[src/rtl/fpu_dp_add_stage.sv]
// Issue/retire stage around the combinational double-precision adder: resolves special operands
// itself, holds adder operands for SETTLE_CYCLES, then presents the result over valid/ready.
module fpu_dp_add_stage #(
    parameter int          SETTLE_CYCLES = 1,
    parameter logic [63:0] QNAN          = 64'h7FF8_0000_0000_0000
) (
    input  logic        clk,
    input  logic        rst_n,
    input  logic        in_valid,
    output logic        in_ready,
    input  logic [63:0] in_a,
    input  logic [63:0] in_b,
    input  logic        in_sub,
    output logic [63:0] adder_a,
    output logic [63:0] adder_b,
    input  logic [63:0] adder_result,
    input  logic        adder_overflow,
    input  logic        adder_underflow,
    output logic        out_valid,
    input  logic        out_ready,
    output logic [63:0] out_result,
    output logic [3:0]  out_flags,
    output logic [2:0]  sticky_flags,
    input  logic        clear_sticky
);

    localparam logic [1:0] S_IDLE  = 2'd0;
    localparam logic [1:0] S_ISSUE = 2'd1;
    localparam logic [1:0] S_DONE  = 2'd2;
    localparam logic [3:0] CNT_INIT = 4'(SETTLE_CYCLES - 1);

    logic [1:0]  r_state;
    logic [3:0]  r_counter;
    logic [63:0] r_adderA;
    logic [63:0] r_adderB;
    logic [63:0] r_result;
    logic [3:0]  r_flags;
    logic [2:0]  r_sticky;

    logic [63:0] w_bEff;
    logic        w_aNan, w_bNan, w_aInf, w_bInf, w_aZero, w_bZero;
    logic        w_accept;
    logic        w_handshake;
    logic        w_special;
    logic        w_specInvalid;
    logic [63:0] w_specResult;
    logic [63:0] w_capResult;
    logic [3:0]  w_capFlags;

    assign w_bEff  = {in_b[63] ^ in_sub, in_b[62:0]};
    assign w_aNan  = (in_a[62:52] == 11'h7FF) && (in_a[51:0] != 52'd0);
    assign w_bNan  = (w_bEff[62:52] == 11'h7FF) && (w_bEff[51:0] != 52'd0);
    assign w_aInf  = (in_a[62:52] == 11'h7FF) && (in_a[51:0] == 52'd0);
    assign w_bInf  = (w_bEff[62:52] == 11'h7FF) && (w_bEff[51:0] == 52'd0);
    // Denormals are flushed: any zero exponent counts as zero.
    assign w_aZero = (in_a[62:52] == 11'd0);
    assign w_bZero = (w_bEff[62:52] == 11'd0);

    assign in_ready    = rst_n & ((r_state == S_IDLE) | ((r_state == S_DONE) & out_ready));
    assign w_accept    = in_valid & in_ready;
    assign out_valid   = (r_state == S_DONE);
    assign w_handshake = out_valid & out_ready;

    assign adder_a      = r_adderA;
    assign adder_b      = r_adderB;
    assign out_result   = r_result;
    assign out_flags    = r_flags;
    assign sticky_flags = r_sticky;

    always_comb begin
        w_special     = 1'b1;
        w_specInvalid = 1'b0;
        w_specResult  = 64'd0;
        if (w_aNan || w_bNan) begin
            w_specResult  = QNAN;
            w_specInvalid = 1'b1;
        end else if (w_aInf && w_bInf && (in_a[63] != w_bEff[63])) begin
            w_specResult  = QNAN;
            w_specInvalid = 1'b1;
        end else if (w_aInf) begin
            w_specResult = in_a;
        end else if (w_bInf) begin
            w_specResult = w_bEff;
        end else if (w_aZero && w_bZero) begin
            w_specResult = {in_a[63] & w_bEff[63], 63'd0};
        end else if (w_aZero) begin
            w_specResult = w_bEff;
        end else if (w_bZero) begin
            w_specResult = in_a;
        end else if ((in_a[62:0] == w_bEff[62:0]) && (in_a[63] != w_bEff[63])) begin
            w_specResult = 64'd0;
        end else begin
            w_special = 1'b0;
        end
    end

    // Overflow saturates to signed infinity and takes precedence over underflow.
    always_comb begin
        w_capResult = adder_result;
        w_capFlags  = 4'b0000;
        if (adder_overflow) begin
            w_capResult = {adder_result[63], 11'h7FF, 52'd0};
            w_capFlags  = 4'b0100;
        end else if (adder_underflow) begin
            w_capResult = {adder_result[63], 63'd0};
            w_capFlags  = 4'b0010;
        end
    end

    always_ff @(posedge clk) begin
        if (!rst_n) begin
            r_state   <= S_IDLE;
            r_counter <= 4'd0;
            r_adderA  <= 64'd0;
            r_adderB  <= 64'd0;
            r_result  <= 64'd0;
            r_flags   <= 4'd0;
        end else if (w_accept) begin
            if (w_special) begin
                r_state  <= S_DONE;
                r_result <= w_specResult;
                r_flags  <= {w_specInvalid, 2'b00, 1'b1};
            end else begin
                r_state   <= S_ISSUE;
                r_adderA  <= in_a;
                r_adderB  <= w_bEff;
                r_counter <= CNT_INIT;
            end
        end else if (r_state == S_ISSUE) begin
            if (r_counter == 4'd0) begin
                r_state  <= S_DONE;
                r_result <= w_capResult;
                r_flags  <= w_capFlags;
            end else begin
                r_counter <= r_counter - 4'd1;
            end
        end else if ((r_state == S_DONE) && out_ready) begin
            r_state <= S_IDLE;
        end
    end

    always_ff @(posedge clk) begin
        if (!rst_n) begin
            r_sticky <= 3'd0;
        end else if (clear_sticky) begin
            r_sticky <= 3'd0;
        end else if (w_handshake) begin
            r_sticky <= r_sticky | r_flags[3:1];
        end
    end

endmodule

[config.mk]
export PLATFORM = sky130hd
export DESIGN_NAME = fpu_dp_add_stage
export DESIGN_NICKNAME = d
export VERILOG_FILES = /design/src/rtl/fpu_dp_add_stage.sv
export SDC_FILE = /design/constraint.sdc
export NUM_CORES = 1
export LEC_CHECK = 0
export ABC_AREA = 0
export ABC_CLOCK_PERIOD_IN_PS = 2610
export CORE_ASPECT_RATIO = 1.75
export CORE_UTILIZATION = 30
export CTS_CLUSTER_DIAMETER = 120
export DETAILED_ROUTE_END_ITERATION = 8
export DONT_BUFFER_PORTS = 1
export SETUP_SLACK_MARGIN = 0.2
export SYNTH_ARGS = -nofsm -noshare
export SYNTH_HDL_FRONTEND = slang
export SYNTH_SLANG_ARGS = --single-unit
[constraint.sdc]
create_clock -name clk -period 2.61 [get_ports clk]
set_input_delay 0.3915 -clock clk [delete_from_list [all_inputs] [get_ports clk]]
set_output_delay 0.3915 -clock clk [all_outputs]
set_load 0.01 [all_outputs]
==> flow_metrics.py <==
metrics = {
    "run_status": {
        "status": "finished clean",
    },
    "global_route": {
        "grt_max_degree": 76,
        "grt_overflow": 0,
        "track_usage_pct": 25.0,
        "grt_pass1_wl_um": 62800,
        "antenna_found_initial": 0,
        "grt_pass1_vias": 9399,
    },
    "power": {
        "p_clk_share_pct": 38.0,
        "power_density_nw_per_um2": 639,
        "switchingPower_w": 0.00228,
        "sw_frac_of_total_pct": 29.0,
        "pwr-share-seq_pct": 46.5,
        "ir_drop_uv": 398,
        "p_leak_nw": 4.48,
        "combPwrFrac_pct": 15.5,
        "internal_power_w": 0.00558,
    },
    "synthesis": {
        "yosysWarnings": 0,
        "synth_top_family_by_area": "simple AND/OR/NAND/NOR gates",
        "synth_ff_type": "dfxtp_1",
        "syn_inst": 1130,
        "synth-simple-area-share_pct": 20.0,
        "synth_nets": 1332,
        "async_flop_share_pct": 0,
        "synth-edff-count": 0,
        "synthAdderAreaFrac_pct": 0.249,
        "synth_area_per_cell_sq_um": 8.89,
        "synth_compound_area_share_pct": 15.5,
        "ys_ff_latch": 205,
        "synth_mux_area_share_pct": 13.1,
        "yosysUniqueCellTypes": 52,
        "syn_area_sq_um": 10000,
        "yosysSeqAreaShare_pct": 40.9,
        "synthXorXnorAreaFrac_pct": 4.27,
    },
    "clock_network": {
        "h-tree-depth": 1,
        "cts_max_path_buffers": 3,
        "cts.sink_count": 205,
        "cts_buffers": 20,
        "cts.clk_slew.worst_paths_ns": 0.08,
        "cts_tree": "built",
        "clk-insertion-delay-late_ns": 0.53,
        "cts-root-buf": "clkbuf_16",
    },
    "layout": {
        "fin_util_pct": 37.4,
        "drive_gt1_share_pct": 15.8,
        "instances_no_fill": 1598,
        "mostFrequentLayoutCells": "dfxtp_1 (204), nor2_1 (188), mux2i_1 (127), nand2_1 (79), nand3_1 (64)",
        "final_nets": 1382,
        "num_antenna_cells": 0,
        "syn_to_final_growth_pct": 22.6,
        "nFillCells": 3366,
        "final_common_cell": "dfxtp_1",
    },
    "timing": {
        "period_share_pct": 94.8,
        "setup_viol": 0,
        "maxSlewViolCount": 0,
        "finalWorstSetupSlack_ns": 0.135,
        "finalCriticalPeriod_ns": 2.48,
        "relSlewSlack_pct": 42.6,
        "hold-worst-slack_ns": 0.0155,
        "clock.fmax_mhz": 404,
        "hold_violations": 0,
        "rsz0062_at_grt": "yes",
        "worst_pin_slew_ns": 0.858,
        "fin_worst_skew_ns": 0.0200,
    },
    "die": {
        "die_w_um": 140,
        "die_h_um": 244,
        "start_util_pct": 30.5,
        "rows": 88,
        "core-area_sq_um": 32900,
        "ioPinCount": 401,
        "die_area_sq_um": 34200,
    },
    "placed_design": {
        "io_buffer_count": 0,
        "dpl.hpwl_um": 32800,
        "dp.cells": 1513,
        "dp_slack_ns": -0.387,
        "gp_congestion": 0.846,
    },
    "detailed_routing": {
        "wl_per_cell_um": 28.0,
        "first_pass_iters": 5,
        "drcViolationCount": 0,
        "ant_nets": 0,
        "viasPerCell": 5.80,
        "vias": 9265,
        "drt_first_iter_violations": 497,
        "drt-total-wl_um": 44700,
    },
    "setup_path": {
        "cp-end-kind": "flop",
        "path_max_fanout": 6,
        "critical_path.cell_chain": "nor2b_4 > or4b_4 > nor3_4 > nand3_2 > buf_4 > buf_6 > a31o_4 > buf_12 > buf_6 > nand4_1 > o22ai_1",
        "slowest_delay_ns": 0.56,
        "cp_data_required_time_ns": 3.01,
        "start_kind": "flop",
        "crit_top_cell": "buf_6",
        "crit_slowest_cell": "or4b_4",
        "critPathKind": "flop to flop",
        "worst-endpoint-arrival_ns": 2.87,
    },
    "job": {
        "maxCapViolCount": 0,
    },
    "worst_hold_path": {
        "hold_class": "input port to flop",
    },
}
[cells by family after synthesis]
group | Yosys count
AND/OR/NAND/NOR | 436
XOR/XNOR | 49
multiplexers | 131
AO/OA/AOI/OAI | 182
flip-flops | 205
buffers and inverters | 125
adder cells (fa/ha/maj) | 2
[worst paths after layout]
kind / startpoint / endpoint / slack [ns] / depth (start not counted)
worst min register to register: r_counter[1] / r_counter[1] / 0.48 / 2
worst max register to register: r_state[1] / out_result[60] / 0.13 / 11
worst max-delay path: r_state[1] / out_result[60] / 0.13 / 11
worst min-delay path: in_a[14] / adder_a[14] / 0.02 / 2
[worst max-delay path: cells and delay by family, from the launching register on]
kind | cells | cell delay (ns)
flip-flops | 1 | 0.33
AO/OA/AOI/OAI | 2 | 0.37
buffers and inverters | 4 | 0.57
AND/OR/NAND/NOR | 5 | 1.05
[sequential cells by signal, summed over array words and instances, names as in the netlist]
name / cells
adder_a: 64
adder_b: 64
out_flags: 4
out_result: 64
r_counter: 4
r_state: 2
sticky_flags: 3
[synthesized netlist by cell type (all sizes together), types with 2 or more instances]
library cell	n	area, sq um
inv	30	113
a22o	2	17.5
nand3	65	325
clkbuf	62	233
dfxtp	205	4100
o221a	52	586
nand2	79	297
xnor2	14	123
and2	3	18.8
buf	33	269
nor3	11	60.1
mux2i	131	1310
a21boi	4	30.0
nand2b	2	12.5
ha	2	25.0
a221o	2	20.0
a2111oi	2	17.5
nor4	42	278
nand4	24	150
o22ai	17	106
a32oi	48	420
nor2	189	712
o21a	4	30.0
o21ai	17	85.1
a221oi	11	96.3
nor2b	9	56.3
or3	4	25.0
xor2	35	307
a21oi	16	80.1
and3	2	12.5
or4	3	26.3
[through the flow]
stage          setup TNS [ns]  area (sq um)  total power [W]
2_1_floorplan               0         10100          0.00442
3_3_place_gp           -67.23         10900          0.00474
3_5_place_dp           -60.91         10900          0.00476
4_1_cts                     0         12100          0.00786
5_1_grt                     0         12300          0.00813
6_report                    0         12300          0.00786
[layout make-up]
type	count	area, sq um	area share, %
Clock buffer	28	572	4.64
Tap cell	405	507	4.12
Clock inverter	7	72.6	0.589
Inverter	30	115	0.935
Timing Repair Buffer	123	1460	11.9
Multi-Input combinational cell	800	5480	44.5
Sequential cell	205	4110	33.3
[power groups by stage]
stage	Sequential (W)	Combinational (W)	Clock (W)
2_1_floorplan	0.00364	0.000786	0
3_3_place_gp	0.00372	0.00103	0
5_1_grt	0.00367	0.00132	0.00314
6_report	0.00365	0.00122	0.00299
3_5_place_dp	0.00372	0.00104	0
4_1_cts	0.00365	0.00115	0.00305
[layer usage]
| metal | GRT usage, % | wire [um] | share of wire [%] |
|---|---|---|---|
| met1 | 26.4 | 16000 | 36 |
| met5 | 0 | 0 | 0 |
| met2 | 46.8 | 23500 | 53 |
| met3 | 5.78 | 3320 | 7.4 |
| met4 | 10.3 | 1840 | 4.1 |
[repair_timing]
action,4_1_cts,5_1_grt
pin swaps,3,3
setup buffers,10,5
gates cloned,3,5
hold buffers,27,0
endpoints found under the setup margin,201,182
hold endpoints to repair,42,0
resized for setup,19,20
Note: power is estimated with default switching activity, not from simulation.
